`src/rtl/memory_arbiter.sv`:
```
// memory_arbiter: shares one memory bus between the instruction-fetch port
// and the MEM-stage data port. Only one bus transfer can be outstanding.
// When both ports request at once, the port that was not served last wins.
module memory_arbiter (
    input  logic        clock,
    input  logic        reset,
    input  logic        inst_read_enable,
    input  logic [31:0] inst_read_address,
    output logic [31:0] inst_read_data,
    output logic        inst_ready,
    input  logic        data_read_enable,
    input  logic [31:0] data_read_address,
    output logic [31:0] data_read_data,
    input  logic        data_write_enable,
    input  logic [31:0] data_write_address,
    input  logic [3:0]  data_write_select,
    input  logic [31:0] data_write_data,
    output logic        data_ready,
    output logic        bus_request,
    output logic        bus_write,
    output logic [31:0] bus_address,
    output logic [3:0]  bus_select,
    output logic [31:0] bus_write_data,
    input  logic [31:0] bus_read_data,
    input  logic        bus_acknowledge,
    output logic        stall_request
);

    typedef enum logic [1:0] {ST_IDLE, ST_DATA, ST_INST} state_t;
    typedef enum logic {GRANT_INST, GRANT_DATA} grant_t;

    state_t      state_q, state_d;
    grant_t      last_grant_q, last_grant_d;
    logic        write_q, write_d;
    logic [31:0] addr_q, addr_d;
    logic [3:0]  sel_q, sel_d;
    logic [31:0] wdata_q, wdata_d;
    logic [31:0] inst_rdata_q, inst_rdata_d;
    logic [31:0] data_rdata_q, data_rdata_d;
    logic        inst_ready_q, inst_ready_d;
    logic        data_ready_q, data_ready_d;

    logic        data_pending, inst_pending;
    logic        data_req, inst_req;
    logic        grant_data, grant_inst;

    assign data_pending = data_read_enable | data_write_enable;
    assign inst_pending = inst_read_enable;

    // A requester in its ready cycle has just been served; its still-high
    // enable must not start a second transfer.
    assign data_req = data_pending & ~data_ready_q;
    assign inst_req = inst_pending & ~inst_ready_q;

    // State, transfer and read-data registers.
    always_ff @(posedge clock) begin
        if (reset) begin
            state_q      <= ST_IDLE;
            last_grant_q <= GRANT_INST;
            write_q      <= 1'b0;
            addr_q       <= '0;
            sel_q        <= '0;
            wdata_q      <= '0;
            inst_rdata_q <= '0;
            data_rdata_q <= '0;
            inst_ready_q <= 1'b0;
            data_ready_q <= 1'b0;
        end else begin
            state_q      <= state_d;
            last_grant_q <= last_grant_d;
            write_q      <= write_d;
            addr_q       <= addr_d;
            sel_q        <= sel_d;
            wdata_q      <= wdata_d;
            inst_rdata_q <= inst_rdata_d;
            data_rdata_q <= data_rdata_d;
            inst_ready_q <= inst_ready_d;
            data_ready_q <= data_ready_d;
        end
    end

    // Arbitration, transfer capture and completion handling.
    // The transfer registers are cleared on completion so that the bus
    // outputs read as zero whenever the arbiter is idle.
    always_comb begin
        state_d      = state_q;
        last_grant_d = last_grant_q;
        write_d      = write_q;
        addr_d       = addr_q;
        sel_d        = sel_q;
        wdata_d      = wdata_q;
        inst_rdata_d = inst_rdata_q;
        data_rdata_d = data_rdata_q;
        inst_ready_d = 1'b0;
        data_ready_d = 1'b0;
        grant_data   = 1'b0;
        grant_inst   = 1'b0;

        case (state_q)
            ST_IDLE: begin
                grant_data = data_req & (~inst_req | (last_grant_q == GRANT_INST));
                grant_inst = inst_req & ~grant_data;
                if (grant_data) begin
                    state_d = ST_DATA;
                    if (data_write_enable) begin
                        write_d = 1'b1;
                        addr_d  = data_write_address;
                        sel_d   = data_write_select;
                        wdata_d = data_write_data;
                    end else begin
                        write_d = 1'b0;
                        addr_d  = data_read_address;
                        sel_d   = '1;
                        wdata_d = '0;
                    end
                end else if (grant_inst) begin
                    state_d = ST_INST;
                    write_d = 1'b0;
                    addr_d  = inst_read_address;
                    sel_d   = '1;
                    wdata_d = '0;
                end
            end
            ST_DATA, ST_INST: begin
                if (bus_acknowledge) begin
                    state_d = ST_IDLE;
                    write_d = 1'b0;
                    addr_d  = '0;
                    sel_d   = '0;
                    wdata_d = '0;
                    if (state_q == ST_DATA) begin
                        last_grant_d = GRANT_DATA;
                        data_ready_d = 1'b1;
                        if (!write_q) begin
                            data_rdata_d = bus_read_data;
                        end
                    end else begin
                        last_grant_d = GRANT_INST;
                        inst_ready_d = 1'b1;
                        inst_rdata_d = bus_read_data;
                    end
                end
            end
            default: begin
                state_d = ST_IDLE;
            end
        endcase
    end

    assign bus_request    = (state_q != ST_IDLE);
    assign bus_write      = write_q;
    assign bus_address    = addr_q;
    assign bus_select     = sel_q;
    assign bus_write_data = wdata_q;
    assign inst_read_data = inst_rdata_q;
    assign data_read_data = data_rdata_q;
    assign inst_ready     = inst_ready_q;
    assign data_ready     = data_ready_q;
    assign stall_request  = (data_pending & ~data_ready_q) | (inst_pending & ~inst_ready_q);

endmodule

```
`config.mk`:
```
export PLATFORM = sky130hd
export DESIGN_NAME = memory_arbiter
export DESIGN_NICKNAME = d
export VERILOG_FILES = /design/src/rtl/memory_arbiter.sv
export SDC_FILE = /design/constraint.sdc
export NUM_CORES = 1
export LEC_CHECK = 0
export CAP_MARGIN = 25
export CORE_MARGIN = 3
export CORE_UTILIZATION = 38
export CTS_CLUSTER_SIZE = 16
export DETAILED_ROUTE_END_ITERATION = 8
export HOLD_SLACK_MARGIN = 0.1
export PLACE_DENSITY = 0.85
export SYNTH_ARGS = -nofsm -noshare
export SYNTH_HDL_FRONTEND = slang
export SYNTH_SLANG_ARGS = --single-unit
export TNS_END_PERCENT = 100
```
`constraint.sdc`:
```
create_clock -name clock -period 2.3 [get_ports clock]
set_input_delay 0.46 -clock clock [delete_from_list [all_inputs] [get_ports clock]]
set_output_delay 0.46 -clock clock [all_outputs]
set_load 0.01 [all_outputs]
```
; ---- After elaboration in Yosys (flattened, before gate mapping)
; Index checks and enable logic that the tools add are counted.
[totals]
reg_bits = 138
output_inout_bits = 137
[classes]
muxes = 25
n_bitwise = 16
eq_ne = 4
n_reduce_logical = 10
[ops]
columns = cell, n
row1 = $mux W32, 7
row2 = $pmux W32 S2, 2
row3 = $mux W4, 4
row4 = $not A1 Y1, 9
row5 = $pmux W4 S2, 1
row6 = $mux W1, 6
row7 = $mux W2, 3
row8 = $reduce_and A3 Y1, 2
row9 = $and A1 B1 Y1, 4
row10 = $pmux W2 S2, 1
row11 = $reduce_and A2 Y1, 2
row12 = $reduce_and A4 Y1, 1
row13 = $reduce_bool A2 Y1, 2
row14 = $ne A3 B3 Y1 const B, 1
row15 = $or A1 B1 Y1, 3
row16 = $reduce_or A3 Y1, 1
row17 = $eq A2 B1 Y1 const B, 1
row18 = $eq A2 B2 Y1 const B, 1
row19 = $logic_not A2 Y1, 1
row20 = $ne A2 B2 Y1 const B, 1
row21 = $pmux W1 S2, 1
row22 = $reduce_or A2 Y1, 1

; ---- Longest topological paths before layout
; Gate-level depths: netlist (run 1).
[depth]
depth_word = 10
depth_mapped = 8
ltp_nobuf = 6

; ---- Worst setup path after synthesis (run 1)
; OpenSTA, ideal clock, no wires.
[synth_path]
path_type = register -> register
start = register state_q[0]
end = register addr_q[13], in the netlist bus_address[13]
path_stages_with_launch = 9
arrival_ns = 1.701
setup_time_ns = 0.127
setup_slack_ns = 0.472
cell_sequence = dfxtp_1 inv_1 ha_1 nor2b_1 a311oi_2 nor2_2 buf_2 buf_4 o2bb2ai_1
[synth_between]
elab_chain_cells = 4
[synth_rtl]
columns = item, line
row1 = start: declaration, 32  ; state_t state_q, state_d;
row2 = start signal: assignment, 69  ; state_q <= state_d;
row3 = $eq A2 B1 Y1 or $eq A2 B2 Y1 (tied branches), 99  ; case (state_q)
row4 = $reduce_or A2 Y1, 99
row5 = $ne A2 B2 Y1 (no source line) or $reduce_bool A2 Y1 (tied branches), n/a
row6 = $reduce_and A3 Y1 (no source line), n/a
row7 = end signal: assignment, 72  ; addr_q <= addr_d;
row8 = end: declaration, 35  ; logic [31:0] addr_q, addr_d;
; Several ways; a longest one is shown, not always the timed one.
; A chain may end at the register's enable or synchronous reset.

; ---- Worst setup path in the final report (run 1)
[layout_path]
start = input port inst_read_enable
end = output port stall_request
[layout_between]
elab_chain_cells = 2
[layout_rtl]
columns = item, line
row1 = start: declaration, 7  ; input logic inst_read_enable,
row2 = $and A1 B1 Y1, 159  ; assign stall_request = (data_pending & ~data_ready_q) | (inst_pending & ~inst_ready_q);
row3 = $or A1 B1 Y1, 159
row4 = end: declaration, 26  ; output logic stall_request
; Every way passes these cells.

==> reports/qor.txt, run 1 <==
status: finished, final reports clean
worst min-delay path category: flop to flop
slowest stage delay, CP: 0.56 ns
Post-DP HPWL: 13.3 mm
clock sink total: 138
fmax: 446 MHz
Clock Root Buffer: clkbuf_16
H-tree depth: 4
routed vias/inst: 5.15
worst hold path startpoint: data_read_data[22]
Overall Power: 8.03 mW
Starting Density: 39.1%
WP data arrival: 1.78 ns
Post-DRT Antenna Nets: 0
r2r setup slk: 0.21 ns
Mapped Area: 5220 um2
clock tree from TritonCTS: done
Slew @ Worst Pin: 0.468 ns
# nets final: 957
pin count of the biggest net entering global routing: 42
ys async rst share: 0%
RSZ-0062 raised after global routing: no
CP max stage cell: clkdlybuf4s50_1
Final GP Congestion: 0.816
clk slew on worst S/H paths: 0.06 ns
Reg2Reg Depth: 8
Max Cap Violations: 0
Setup violations, final: 0
Via Count: 5,007
Power Dens Cells: 880 nW/um2
Iter 0 DRT Violations: 222
post-synthesis area per instance: 10.9 um2
period utilization: 97.4%
CP cell instances: clkdlybuf4s50_1 > buf_4 > nand2b_1 > nand2_1 > clkdlybuf4s50_1
VDD IR max: 0.000684 V
initial antenna violation count: 0
share of cells above drive strength 1: 11.4%
setup bufs post-CTS: 0
area grow syn2layout: 74.7%
CTS buffer count: 17
CP bufs+invs: 3
Worst EP required: 1.84 ns
Pins Over Slew Limit: 0
syn_nets: 652
FP Rows: 42
predominant post-synthesis flop cell: dfxtp_1
Die Y: 123 um
Reg2Reg Capture Point: bus_address[14]
CP Max Fanout: 3
clk_skew: 0.00676 ns
IO Pins: 307
clk_lat worst skew: 0.41 ns
hold-critical path endpoint: data_read_data[22]
sequential fraction of the synthesis area: 52.9%
die width: 123 um
core area: 13,300 um2
die area: 15,200 um2
WL final: 17.9 mm
slew margin rel.: 68.8%
top-count cell post-synth: dfxtp_1
Post-synth EDFFs: 0
drt pass-1 iters: 4
count of input and output buffers: 306
Pleak: 3.53 nW
placed cell count: 940
Synth top area share: 52.9%
Crit. End Element: output port
synthesized instance count: 478
Hold Fails Final Rpt: 0
# fillers: 973
top cell type by total area after synthesis: dfxtp_1
Residual DRC: 0
Critical R2R Launch: state_q[0]
gr usage total: 22.5%
type of origin of the critical path: input pin
CP delay by family, top: buffers and inverters
WL/cell: 18.4 um
vias in the first global route: 5,239
CTS max path bufs: 2
first-pass GRT wire length: 26.5 mm
yosys warns: 0
grt ovf: 0
Worst Hold Depth: 2
Yosys reg bits: 138
Crit Path Class: input pin to output port
CP dominant cell by count: clkdlybuf4s50_1
Netlist cell types: 33
Commonest cells post-synth: 138 x dfxtp_1, 66 x nand2_1, 64 x a22o_1
post-route minimum period: 2.24 ns
top cells by area, synth: dfxtp_1 53%, a22o_1 11%, mux2_2 6.9%
Ant. Diodes: 0
final cell count without fillers: 972
[logic make-up after synthesis]
family,count (synthesis),synth area share (%)
compound gates,142,22.0
flops,138,52.9
simple gates,88,7.02
mux,65,13.2
buf+inv,41,3.86
fa+ha+maj,4,0.958
[cell type report]
| cell class | instances | area, um2 | share of cell area (%) |
|---|---|---|---|
| tap | 176 | 220 | 2.41 |
| multi-input combinational | 299 | 2280 | 24.9 |
| clock inverter | 14 | 170 | 1.86 |
| sequential | 138 | 2760 | 30.3 |
| timing repair buffer | 323 | 3240 | 35.5 |
| clock buffer | 18 | 439 | 4.81 |
| inverter | 4 | 15.0 | 0.165 |
[routing by layer]
layer	track usage, %	up-vias	share of wire, %
li1	-	2359	-
met1	23.0	2385	36
met2	40.4	228	51
met3	10.0	35	11
met4	8.65	0	2.4
met5	0	-	0
[layout by cell type (no fill, tap or decap), drive strengths merged, types with 2 or more instances in the layout]
master	synthesis	final
mux2	32	32
dlymetal6s2s	0	2
ha	4	4
buf	19	17
a21oi	35	35
nor3	3	3
clkdlybuf4s50	0	304
o31ai	2	2
nor2	10	10
a22o	64	64
nand3b	2	2
o2bb2ai	36	36
mux2i	33	33
clkinv	0	5
dfxtp	138	138
clkinvlp	0	4
nor2b	2	2
inv	4	6
nand2	66	66
clkbuf	18	18
bufinv	0	3
[registers in the layout (all words and copies together) (netlist names)]
register and count:
state_q 2, bus_write_data 32, inst_read_data 32, bus_write 1, data_read_data 32, last_grant_q 1
inst_ready 1, bus_address 32, data_ready 1, bus_select 4
[timing repair]
action / in CTS / in global routing
setup endpoints to repair: 0 / 18
hold buffers: 0 / 0
resized for setup: 0 / 4
[worst register-to-register path, stage by stage (launching register included)]
cell	delay, ns
dfxtp_2	0.36
inv_1	0.07
ha_1	0.33
buf_4	0.16
nor2b_1	0.14
a311oi_2	0.36
nor2_4	0.07
buf_4	0.27
o2bb2ai_1	0.20
[through the flow]
step	setup WS, ns	cell area, um2	hold WS [ns]	setup TNS, ns	util, %
after floorplan	0.472	5220	0.481	0	-
after global placement	-0.230	8490	0.442	-7.31	63.6
after detailed placement	-0.104	8500	0.447	-1.38	63.7
after CTS	0.00152	9110	0.457	0	68.3
after global routing	0.0157	9130	0.473	0	68.4
final	0.0591	9130	0.461	0	68.4
[power by group]
group	leakage [nW]	switching (mW)	total [mW]	internal, mW
clock	0.289	1.05	2.79	1.74
combinational	2.11	0.993	2.26	1.27
sequential	1.13	0.221	2.98	2.76
total	3.53	2.26	8.03	5.77
[how the worst max path moves through the flow]
stage                            from                end  slack, ns  cells after the start
floorplan                  state_q[0]    bus_address[13]       0.47                      8
finish               inst_read_enable      stall_request       0.06                      5
global placement    data_write_enable  bus_write_data[8]      -0.23                      5
global route         inst_read_enable      stall_request       0.02                      5
CTS                        state_q[0]        bus_request      0.002                      4
detailed placement  data_write_enable  bus_write_data[5]      -0.10                      6
No activity file was read; power rests on OpenSTA's default activity.
==> inputs of run 2 (changes only) <==
- ABC_CLOCK_PERIOD_IN_PS: unset -> 2300
==> results of run 2 <==
Same layout as run 1: the final DEF is identical, and so are final timing and power.
